<file path="config.mk">
export PLATFORM = sky130hd
export DESIGN_NAME = seq_chunk_adder_flat
export DESIGN_NICKNAME = d
export VERILOG_FILES = /design/src/rtl/seq_chunk_adder_if.sv /design/src/rtl/seq_chunk_adder.sv /design/src/flat_wrapper.sv
export SDC_FILE = /design/constraint.sdc
export NUM_CORES = 1
export LEC_CHECK = 0
export BUFFER_PORTS_ARGS = -buffer_cell sky130_fd_sc_hd__buf_2
export CELL_PAD_IN_SITES_DETAIL_PLACEMENT = 0
export CELL_PAD_IN_SITES_GLOBAL_PLACEMENT = 1
export CORE_UTILIZATION = 43
export DETAILED_ROUTE_END_ITERATION = 8
export MAX_ROUTING_LAYER = met4
export PLACE_DENSITY = 0.83
export SLEW_MARGIN = 20
export SYNTH_ARGS = -nofsm -noshare
export SYNTH_HDL_FRONTEND = slang
export SYNTH_SLANG_ARGS = --single-unit
</file>
<file path="constraint.sdc">
create_clock -name clk -period 2.2 [get_ports clk]
set_clock_uncertainty 0.1 [all_clocks]
set_input_delay 0.11 -clock clk [delete_from_list [all_inputs] [get_ports clk]]
set_output_delay 0.11 -clock clk [all_outputs]
set_load 0.02 [all_outputs]
</file>
<file path="src/rtl/seq_chunk_adder_if.sv">
`default_nettype none
// ============================================================================
// Module      : seq_chunk_adder_if
// Description : Start/done handshake and operand/result bundle for
//               seq_chunk_adder.
// Revision    : 1.0 - initial release
// ============================================================================
interface seq_chunk_adder_if #(
  parameter int WIDTH = 16
);
  logic             start;
  logic [WIDTH-1:0] a;
  logic [WIDTH-1:0] b;
  logic             cin;
  logic             busy;
  logic             done;
  logic [WIDTH-1:0] sum;
  logic             cout;
  logic             overflow;

  modport master (
    output start, a, b, cin,
    input  busy, done, sum, cout, overflow
  );

  modport slave (
    input  start, a, b, cin,
    output busy, done, sum, cout, overflow
  );
endinterface
`default_nettype wire

</file>
<file path="src/rtl/seq_chunk_adder.sv">
`default_nettype none
// ============================================================================
// Module      : seq_chunk_adder
// Description : Multi-cycle ripple-carry adder, CHUNK bits per clock through
//               one reused CHUNK-bit slice; start/done handshake.
// Revision    : 1.0 - initial release
// ============================================================================
module seq_chunk_adder #(
  parameter int WIDTH = 16,
  parameter int CHUNK = 4
) (
  input  logic              clk,
  input  logic              rst,
  seq_chunk_adder_if.slave  bus
);

  localparam int N  = WIDTH / CHUNK;
  localparam int IW = (N > 1) ? $clog2(N) : 1;

  typedef enum logic [1:0] {
    S_IDLE = 2'd0,
    S_RUN  = 2'd1,
    S_DONE = 2'd2
  } state_t;

  state_t           r_state;
  logic [WIDTH-1:0] r_a;
  logic [WIDTH-1:0] r_b;
  logic [WIDTH-1:0] r_work;
  logic [WIDTH-1:0] r_sum;
  logic [IW-1:0]    r_idx;
  logic             r_carry;
  logic             r_cout;
  logic             r_ovf;
  logic             r_busy;
  logic             r_done;

  logic [CHUNK-1:0] w_ca;
  logic [CHUNK-1:0] w_cb;
  logic [CHUNK-1:0] w_cs;
  logic             w_c_out;
  logic             w_c_msb;
  logic             w_last;
  logic [WIDTH-1:0] w_work_nxt;

  // Operands shift right each cycle so the active chunk is always at bit 0.
  assign w_ca              = r_a[CHUNK-1:0];
  assign w_cb              = r_b[CHUNK-1:0];
  assign {w_c_out, w_cs}   = {1'b0, w_ca} + {1'b0, w_cb} + {{CHUNK{1'b0}}, r_carry};
  assign w_c_msb           = w_cs[CHUNK-1] ^ w_ca[CHUNK-1] ^ w_cb[CHUNK-1];
  assign w_last            = (r_idx == IW'(N - 1));

  // Result chunks enter at the top; after N steps chunk 0 sits at bit 0.
  if (CHUNK == WIDTH) begin : g_single
    assign w_work_nxt = w_cs;
  end else begin : g_multi
    assign w_work_nxt = {w_cs, r_work[WIDTH-1:CHUNK]};
  end

  always_ff @(posedge clk or posedge rst) begin
    if (rst) begin
      r_state <= S_IDLE;
      r_a     <= '0;
      r_b     <= '0;
      r_work  <= '0;
      r_sum   <= '0;
      r_idx   <= '0;
      r_carry <= 1'b0;
      r_cout  <= 1'b0;
      r_ovf   <= 1'b0;
      r_busy  <= 1'b0;
      r_done  <= 1'b0;
    end else begin
      r_done <= 1'b0;
      case (r_state)
        S_RUN: begin
          r_a     <= r_a >> CHUNK;
          r_b     <= r_b >> CHUNK;
          r_work  <= w_work_nxt;
          r_carry <= w_c_out;
          r_idx   <= r_idx + IW'(1);
          if (w_last) begin
            r_sum   <= w_work_nxt;
            r_cout  <= w_c_out;
            r_ovf   <= w_c_msb ^ w_c_out;
            r_busy  <= 1'b0;
            r_done  <= 1'b1;
            r_state <= S_DONE;
          end
        end
        default: begin
          if (bus.start) begin
            r_a     <= bus.a;
            r_b     <= bus.b;
            r_carry <= bus.cin;
            r_work  <= '0;
            r_idx   <= '0;
            r_busy  <= 1'b1;
            r_state <= S_RUN;
          end else begin
            r_state <= S_IDLE;
          end
        end
      endcase
    end
  end

  assign bus.busy     = r_busy;
  assign bus.done     = r_done;
  assign bus.sum      = r_sum;
  assign bus.cout     = r_cout;
  assign bus.overflow = r_ovf;

endmodule
`default_nettype wire

</file>
<file path="src/flat_wrapper.sv">
// flat-port wrapper written by rule: the top's interface ports become plain ports
module seq_chunk_adder_flat 
#(
  parameter int WIDTH = 16,
  parameter int CHUNK = 4
)
  (clk, rst, bus_start, bus_a, bus_b, bus_cin, bus_busy, bus_done, bus_sum, bus_cout, bus_overflow);
  seq_chunk_adder_if #(.WIDTH(WIDTH)) bus_i ();
  input  logic clk;
  input  logic rst;
  input wire logic [$bits(bus_i.start)-1:0] bus_start;
  input wire logic [$bits(bus_i.a)-1:0] bus_a;
  input wire logic [$bits(bus_i.b)-1:0] bus_b;
  input wire logic [$bits(bus_i.cin)-1:0] bus_cin;
  output wire logic [$bits(bus_i.busy)-1:0] bus_busy;
  output wire logic [$bits(bus_i.done)-1:0] bus_done;
  output wire logic [$bits(bus_i.sum)-1:0] bus_sum;
  output wire logic [$bits(bus_i.cout)-1:0] bus_cout;
  output wire logic [$bits(bus_i.overflow)-1:0] bus_overflow;
  assign bus_i.start = bus_start;
  assign bus_i.a = bus_a;
  assign bus_i.b = bus_b;
  assign bus_i.cin = bus_cin;
  assign bus_busy = bus_i.busy;
  assign bus_done = bus_i.done;
  assign bus_sum = bus_i.sum;
  assign bus_cout = bus_i.cout;
  assign bus_overflow = bus_i.overflow;
  seq_chunk_adder #(.WIDTH(WIDTH), .CHUNK(CHUNK)) u_core (.clk(clk), .rst(rst), .bus(bus_i));
endmodule
</file>
==> results of run 1 <==
## metal layers
metal / vias up / track usage [%] / part of all wire (%)
li1: 1065 / - / -
met1: 1019 / 21.7 / 47
met2: 57 / 28.9 / 46
met3: 10 / 6.57 / 5.8
met4: 0 / 6.36 / 1.1
met5: - / - / 0
## layout by cell type (no fill, tap or decap), drive strengths merged
master,Yosys,routed
clkbuf,5,12
o21ai,33,33
ha,4,4
bufinv,0,2
xnor2,2,2
nand2,51,51
buf,13,58
clkinv,0,2
a21o,1,1
mux2i,33,33
xor2,3,3
mux2,14,14
inv,6,6
dlygate4sd3,0,33
nand3b,13,13
fa,2,2
dfrtp,69,69
a21oi,3,3
nor2b,1,1
nor2,13,13
nand2b,2,2
## logic make-up after synthesis
logic type / count (synthesis) / share of synthesized area [%]
flops: 69 / 56.2
fa+ha+maj: 6 / 2.93
simple gates: 80 / 12.4
buf+inv: 24 / 4.20
xor+xnor: 5 / 1.67
compound gates: 37 / 6.23
mux: 47 / 16.4
## cell type report
class                      instances  area (sq um)
inverter                           6          25.0
timing repair buffer              91           653
multi-input combinational        175          1220
clock buffer                      12           155
sequential                        69          1730
fill                             622          2870
tap                               96           120
clock inverter                     4          70.1
## tightest hold or removal path, cell delays in order
cell,delay (ns)
buf_2,0.09
mux2i_1,0.06
o21ai_0,0.15
## registers in the layout, indices dropped and copies added (netlist names)
register,count
u_core.r_a,16
u_core.r_work,12
u_core.bus.overflow,1
u_core.bus.cout,1
u_core.r_carry,1
u_core.bus.sum,16
u_core.r_idx,2
u_core.bus.busy,1
u_core.bus.done,1
u_core.r_b,16
u_core.r_state,2
## timing repair
item	in CTS	in global routing
endpoints found under the hold margin	101	0
buffers inserted	0	0
hold buffers	33	0
## power by group
group	internal [uW]	switching [uW]	leakage [uW]
Sequential	1800	300	0.000893
Combinational	765	1100	0.000991
Clock	697	460	0.000116
## worst paths after layout
check / start / end / slack [ns] / depth (start not counted)
hold reg to reg: u_core.bus.sum[14]$_DFFE_PP0P_ / u_core.bus.sum[14]$_DFFE_PP0P_ / 0.38 / 2
min in group asynchronous: rst / u_core.bus.sum[11]$_DFFE_PP0P_ / 0.27 / 4
setup / recovery: u_core.r_b[0]$_DFFE_PP0P_ / u_core.bus.overflow$_DFFE_PP0P_ / 0.21 / 8
setup reg to reg: u_core.r_b[0]$_DFFE_PP0P_ / u_core.bus.overflow$_DFFE_PP0P_ / 0.21 / 8
max in group asynchronous: rst / u_core.r_b[5]$_DFFE_PP0P_ / 1.42 / 4
hold / removal: bus_cin / u_core.r_carry$_DFFE_PP0P_ / 0.006 / 3
## through the flow
stage | power (uW) | util (%) | hold WS (ns) | std cells
2_1_floorplan | 3540 | - | 0.166 | 268
6_report | 5120 | 58.1 | 0.00620 | 453
3_5_place_dp | 3960 | 49.9 | 0.117 | 404
4_1_cts | 5180 | 58.1 | 0.0105 | 453
3_3_place_gp | 3910 | 49.9 | 0.117 | 404
5_1_grt | 5530 | 58.1 | 0.0506 | 453
==> flow_summary.ini, run 1 <==
[floorplan]
start_util_pct = 45.0
io_pins = 56
dieHeight_microns = 86.5
core_area_sq_um = 6830
die_w_microns = 86.5
rows = 30
dieArea_sq_um = 7490

[sta]
period_needed_ns = 1.99
slew_violations = 0
finalSetupViolCount = 0
max_freq_ghz = 0.504
fin_tns_setup_ns = 0
post-route-period-util_pct = 90.2
worstMarginPinSlew_ns = 0.687
finalHoldViolCount = 0
setup_ws_ns = 0.215
rsz0062_at_grt = no
relSlewSlack_pct = 54.2

[worst_setup_path]
worstPathCellList = fa_1 > inv_1 > fa_1 > nand2b_1 > a21oi_1 > xnor2_1 > xnor2_1 > o21ai_1
crit_buf_inv = 1
critPathTopFamily = adder cells
arrival_ns = 2.11
crit_path_max_fanout = 3
cp.required_ns = 2.33
critPathKind = flop to flop
cp_slowest_stage_delay_ns = 0.38
cp_slowest_cell = dfrtp_1
start_kind = flop
end_kind = flop

[drt]
wl_per_cell_microns = 12.9
wl_microns = 5830
antenna_left = 0
drc = 0
drt_first_pass_iters = 4
drt-initial-drc-count = 97
num_vias = 2151
via_per_inst = 4.75

[global_routing]
grt_max_degree = 70
grtUsageTotal_pct = 18.3
overflow = 0
grt_pass1_wl_microns = 10000
antenna_found_initial = 0
grt_pass1_vias = 2180

[synthesis]
synth.distinct_cells = 26
synth.area.top_cells = dfrtp_1 56%, mux2i_1 11%, nand2_1 6.1%
yosysSeqAreaShare_pct = 56.2
synth_ff_type = dfrtp_1
synth_top_area_share_pct = 56.2
synth_edf_count = 0
ys.warnings.count = 0
synthCells = 268
syn_area_sq_um = 3070
async_flop_share_pct = 100
avgSynthCellArea_sq_um = 11.5
synth_fp_nets = 310
synth_area_leader_cell = dfrtp_1
synth_common_cells = 69 x dfrtp_1, 50 x nand2_1, 33 x mux2i_1
synth-seq-cells = 69
post-synth-top-count-cell = dfrtp_1

[finish]
area_growth_pct = 29.1
nNetsFinal = 394
n_antenna_cell = 0
layout-drive-gt1-share_pct = 26.1
design_area_sq_um = 3970

[clock_tree]
htree_num_levels = 3
numCtsBuffers = 9
clock_latency_ns = 0.35
cts_tree = built
cts.sinks = 69
cts_buffer_depth = 2
cts_resized = 0
cts-root-buf = clkbuf_8
path_clk_slew_ns = 0.07

[placed_design]
pre_cts_ws_ns = 0.202
place_area_sq_um = 3410
place.gp.congestion = 0.721
place_hpwl_microns = 3480
numPortBuffers = 55

[pwr]
ir_worst_vdd_mv = 0.627
p_leak_uw = 0.00200
powerDensity_nw_per_um2 = 1290

[hold_path]
hold_path_class = input port to flop

[job]
max-cap-violations = 0

[run_status]
outcome = finished, final reports clean
(Power assumes the default switching activity.)
==> run 2, diff against run 1 <==
Settings changed: ABC_AREA set to 1, CORE_UTILIZATION 43 to 42, PLACE_DENSITY 0.83 to 0.84.
==> run 2 against run 1 <==
- sequential power is 4% lower
- global-route usage rose by 0.88 points
- register-to-register slack improved by 0.13 ns
- critical path type unchanged
==> flow_summary.ini, run 2 <==
[run_status]
outcome = finished, final reports clean

[pwr]
p_int_uw = 3320
p_sw_uw = 2050
power_frac_clock_pct = 22.2
pwr-share-comb_pct = 40.4
power_uw = 5370
ir_worst_vdd_mv = 0.614
powerDensity_nw_per_um2 = 1370
p_sw_share_pct = 38.2
p_leak_uw = 0.00191
power_frac_seq_pct = 37.4

[hold_path]
hold_path_class = input port to flop
worstHoldStart = bus_start

[worst_setup_path]
reg2regPathDepth = 9
r2r_setup_slack_ns = 0.34
cp-startpoint = u_core.r_carry$_DFFE_PP0P_
arrival_ns = 2.03
crit_path_max_fanout = 4
worstReg2RegEnd = u_core.bus.overflow$_DFFE_PP0P_
cp.required_ns = 2.37
critPathKind = flop to flop
r2r_start = u_core.r_carry$_DFFE_PP0P_
start_kind = flop
end_kind = flop
crit_path_end = u_core.bus.overflow$_DFFE_PP0P_

[drt]
wl_per_cell_microns = 12.2
drt_first_pass_iters = 4
via_per_inst = 4.74
num_vias = 2357
drt-initial-drc-count = 121
wl_microns = 6070
drc = 0
antenna_left = 0

[finish]
final_common_cell = nand2_1
most-common-layout-cells = 87 x nand2_1, 69 x dfrtp_1, 55 x buf_2
layout-drive-gt1-share_pct = 22.4
n_antenna_cell = 0
nNetsFinal = 439
final_cell_count_no_fill = 497
num-fill-cells = 627
area_growth_pct = 29.2

[global_routing]
grtUsageTotal_pct = 19.1
grt_max_degree = 70
grt_pass1_vias = 2270
grt_pass1_wl_microns = 10600
overflow = 0
antenna_found_initial = 0

[synthesis]
synth_common_cells = 87 x nand2_1, 69 x dfrtp_1, 43 x inv_1
synth_edf_count = 0
synth_ff_type = dfrtp_1
synth.area.top_cells = dfrtp_1 57%, nand2_1 11%, inv_1 5.3%
synth_fp_nets = 350
syn_area_sq_um = 3040
post-synth-top-count-cell = nand2_1
synth.distinct_cells = 26
synth-seq-cells = 69
async_flop_share_pct = 100
synthCells = 308
avgSynthCellArea_sq_um = 9.86
ys.warnings.count = 0
synth_area_leader_cell = dfrtp_1
synth_top_area_share_pct = 56.8
yosysSeqAreaShare_pct = 56.8

[clock_tree]
cts_buffer_depth = 2
cts_tree = built
htree_num_levels = 3
numCtsBuffers = 9
cts-root-buf = clkbuf_8
clock_latency_ns = 0.34
path_clk_slew_ns = 0.07
cts.sinks = 69

[sta]
finalHoldViolCount = 0
post-route-period-util_pct = 84.3
period_needed_ns = 1.86
fin_tns_setup_ns = 0
slew_violations = 0
max_freq_ghz = 0.539
rsz0062_at_grt = no
worstMarginPinSlew_ns = 0.359
finalSetupViolCount = 0
relSlewSlack_pct = 76.1

[floorplan]
rows = 30
core_area_sq_um = 6910
dieArea_sq_um = 7580
die_w_microns = 87.0
io_pins = 56
dieHeight_microns = 87.0
start_util_pct = 44.0

[placed_design]
place.gp.congestion = 0.777
place_hpwl_microns = 3800
numPortBuffers = 55
dp_cells = 448

[job]
max-cap-violations = 0
## run 2: changes by cell type in the layout (fill, tap and decap cells not counted), sizes merged, moves of 8 or more
cell,previous run,this run
nand2,51,90
o211ai,0,9
o221ai,0,10
inv,6,46
o22ai,0,12
mux2,14,0
nand3,0,13
mux2i,33,0
o21ai,33,25
nand3b,13,1
## run 2: how the worst min path moves through the flow
| stage | slack (ns) | endpoint | cells after the start |
|---|---|---|---|
| 2_1_floorplan | 0.13 | u_core.r_a[2]$_DFFE_PP0P_ | 2 |
| 3_3_place_gp | 0.11 | u_core.r_b[13]$_DFFE_PP0P_ | 3 |
| 3_5_place_dp | 0.11 | u_core.r_b[13]$_DFFE_PP0P_ | 3 |
| 4_1_cts | 0.16 | u_core.r_b[15]$_DFFE_PP0P_ | 5 |
| 5_1_grt | 0.22 | u_core.r_a[13]$_DFFE_PP0P_ | 5 |
| 6_report | 0.17 | u_core.r_b[15]$_DFFE_PP0P_ | 5 |
## run 2: cell type report
cell class | instances | area, sq um | share of cell area (%)
repair buffers | 92 | 651 | 16.6
multi-input cells | 179 | 1020 | 25.9
clock inverters | 5 | 100 | 2.55
well taps | 96 | 120 | 3.06
clock buffers | 10 | 128 | 3.25
inverters | 46 | 183 | 4.65
flip-flops and latches | 69 | 1730 | 44.0
## run 2: through the flow
stage	area [sq um]	worst slack, ns	utilization, %	hold slack (ns)
after floorplan	3040	0.250	-	0.130
after global placement	3360	0.395	48.6	0.110
after detailed placement	3360	0.377	48.6	0.111
after CTS	3930	0.333	56.8	0.161
after global routing	3930	0.143	56.8	0.219
final	3930	0.345	56.8	0.173
## run 2: logic make-up (layout without fill, tap and decap cells)
logic type	Yosys count	in the layout	synth area share (%)
xor+xnor	3	3	0.865
simple gates	111	111	15.3
compound gates	59	59	14.4
fa+ha+maj	6	6	2.97
buf+inv	60	153	9.64
flops	69	69	56.8
## run 2: power by group through the flow
| stage | clock [uW] | combinational [uW] | sequential (uW) |
|---|---|---|---|
| detailed placement | 0 | 2150 | 2040 |
| CTS | 1220 | 2210 | 2010 |
| global route | 1270 | 2490 | 2070 |
| finish | 1190 | 2170 | 2010 |
| global placement | 0 | 2100 | 2020 |
| floorplan | 0 | 1550 | 2190 |
## run 2: critical path, cell delays in order, from the launching register on
cell and delay, ns:
dfrtp_1 0.40, fa_1 0.45, inv_1 0.08, fa_1 0.21, nor2_1 0.06, nor2_1 0.19
nand2_1 0.09, nand2_1 0.07, nand3_1 0.06, nand3_1 0.07
## run 2: timing repair
action                                 in CTS  in global routing
endpoints found under the hold margin     102                  0
setup buffers                               0                  0
hold buffers                               34                  0
resized for setup                           0                  0
## run 2: metal layers
layer	track usage, %	part of all wire [%]	vias up
met3	4.36	3.4	10
met1	25.3	48	1106
met5	-	0	-
li1	-	-	1180
met2	28.4	47	61
met4	8.18	1.8	0
==> run 3, diff against run 2 <==
Clock period 2.2 ns to 1.9 ns, I/O delays scaled along.
==> run 3 against run 2 <==
- sequential power up 16%
- largest cell class unchanged
- utilization decreased by 0.20 points
- total power grew 11%
- global-route usage increased by 0.18 points
- fmax rose by 5.3%
- first-iteration DRC count is 46% higher
- final cell count is 1.4% higher
- critical endpoint unchanged
- cell area down 0.35%
- clock power fell by 12%
- combinational power is 20% higher
- die area did not move
- sequential share of layout area up 0.15 points
==> flow_summary.ini, run 3 (synthesized netlist as in run 2, its figures left out) <==
[floorplan]
rows = 30
io_pins = 56
dieArea_sq_um = 7580
core_area_sq_um = 6910
die_w_microns = 87.0
start_util_pct = 44.0
dieHeight_microns = 87.0

[sta]
finalSetupViolCount = 0
max_freq_ghz = 0.568
fin_tns_setup_ns = 0
period_needed_ns = 1.76
rsz0062_at_grt = no
slew_violations = 0
post-route-period-util_pct = 92.7
finalHoldViolCount = 0
worstMarginPinSlew_ns = 0.458
relSlewSlack_pct = 69.5

[finish]
layout-drive-gt1-share_pct = 24.3
most-common-layout-cells = 87 x nand2_1, 69 x dfrtp_1, 55 x buf_2
design_area_sq_um = 3910
nNetsFinal = 445
final_cell_count_no_fill = 504
fin_util_pct = 56.6
num-fill-cells = 653
area_growth_pct = 28.8
n_antenna_cell = 0
regArea_sq_um = 1730
final_common_cell = nand2_1
multiInputGateArea_sq_um = 1030

[worst_setup_path]
arrival_ns = 1.94
worstPathCellList = fa_2 > inv_2 > fa_2 > nor2_1 > nor2_2 > nand2_1 > nand2_1 > nand3_1 > nand3_1
crit_path_max_fanout = 4
start_kind = flop
critPathTopFamily = adder cells
critPathKind = flop to flop
cp.required_ns = 2.08
cp_slowest_cell = dfrtp_1
crit_buf_inv = 1
end_kind = flop
cp_slowest_stage_delay_ns = 0.41

[global_routing]
grt_pass1_vias = 2409
antenna_found_initial = 0
grtUsageTotal_pct = 19.3
grt_pass1_wl_microns = 10700
grt_max_degree = 38
overflow = 0

[drt]
wl_met3_microns = 189
wl_per_cell_microns = 12.2
wl_met2_microns = 2980
via_per_inst = 4.67
antenna_left = 0
drt-initial-drc-count = 177
drt_first_pass_iters = 4
wl_microns = 6160
top_layer = met4
drc = 0
wl_met1_microns = 2860
num_vias = 2353

[pwr]
powerDensity_nw_per_um2 = 1530
ir_worst_vdd_mv = 0.506
p_leak_uw = 0.00190

[clock_tree]
htree_num_levels = 3
cts_buffer_depth = 2
numCtsBuffers = 9
cts_tree = built
cts-root-buf = clkbuf_8
path_clk_slew_ns = 0.07
clock_latency_ns = 0.34
cts.sinks = 69

[hold_path]
hold_path_class = input port to asynchronous set/reset pin

[placed_design]
place_area_sq_um = 3370
dp_cells = 451
place.gp.congestion = 0.773
numPortBuffers = 55
place_hpwl_microns = 4070

[job]
max-cap-violations = 0

[run_status]
outcome = finished, final reports clean
==> run 3: what timing repair did <==
item	CTS	global route
hold buffers	34	0
endpoints found under the hold margin	102	0
pin swaps	0	2
endpoints found under the setup margin	1	1
gates resized for setup	1	3
setup buffers	0	3
cloned	0	0
==> run 3: area by class of cell <==
| class | count | share of cell area (%) |
|---|---|---|
| Sequential cell | 69 | 44.1 |
| Multi-Input combinational cell | 179 | 26.2 |
| Clock buffer | 13 | 3.81 |
| Tap cell | 96 | 3.07 |
| Timing Repair Buffer | 98 | 17.5 |
| Clock inverter | 3 | 0.544 |
| Inverter | 46 | 4.76 |
==> run 3: through the flow <==
stage,hold WS [ns],setup slack [ns],total power [uW]
after global placement,-0.120,0.0931,4800
after global routing,0.0765,0.00732,6490
after detailed placement,-0.120,0.0257,4900
final,0.0706,0.138,5970
after floorplan,0.115,0.198,4320
after CTS,0.0453,0.0700,6010
==> run 3: power breakdown <==
part	internal (uW)	total, uW	switching, uW
registers	2070	2330	258
clock network	511	1050	535
logic	977	2600	1620
total	3560	5970	2420
==> run 3: per-layer routing <==
metal,GRT usage (%),up-vias
li1,-,1187
met5,-,-
met3,3.70,10
met2,30.5,45
met4,11.1,0
met1,23.2,1111
==> run 3: tightest hold or removal path, stage by stage <==
cell	delay (ns)
dlygate4sd3_1	0.53
buf_2	0.13
clkinvlp_4	0.09
==> run 3: path summary, 6_finish.rpt <==
kind	startpoint	endpoint	slack, ns	depth (start not counted)
max in group asynchronous	rst	u_core.r_work[15]$_DFFE_PP0P_	1.00	4
worst max-delay path	u_core.r_carry$_DFFE_PP0P_	u_core.bus.overflow$_DFFE_PP0P_	0.14	9
worst min-delay path	rst	u_core.r_b[13]$_DFFE_PP0P_	0.07	3
worst min register to register	u_core.bus.sum[11]$_DFFE_PP0P_	u_core.bus.sum[11]$_DFFE_PP0P_	0.38	2
worst max register to register	u_core.r_carry$_DFFE_PP0P_	u_core.bus.overflow$_DFFE_PP0P_	0.14	9
min in group clk	bus_start	u_core.r_b[15]$_DFFE_PP0P_	0.16	5
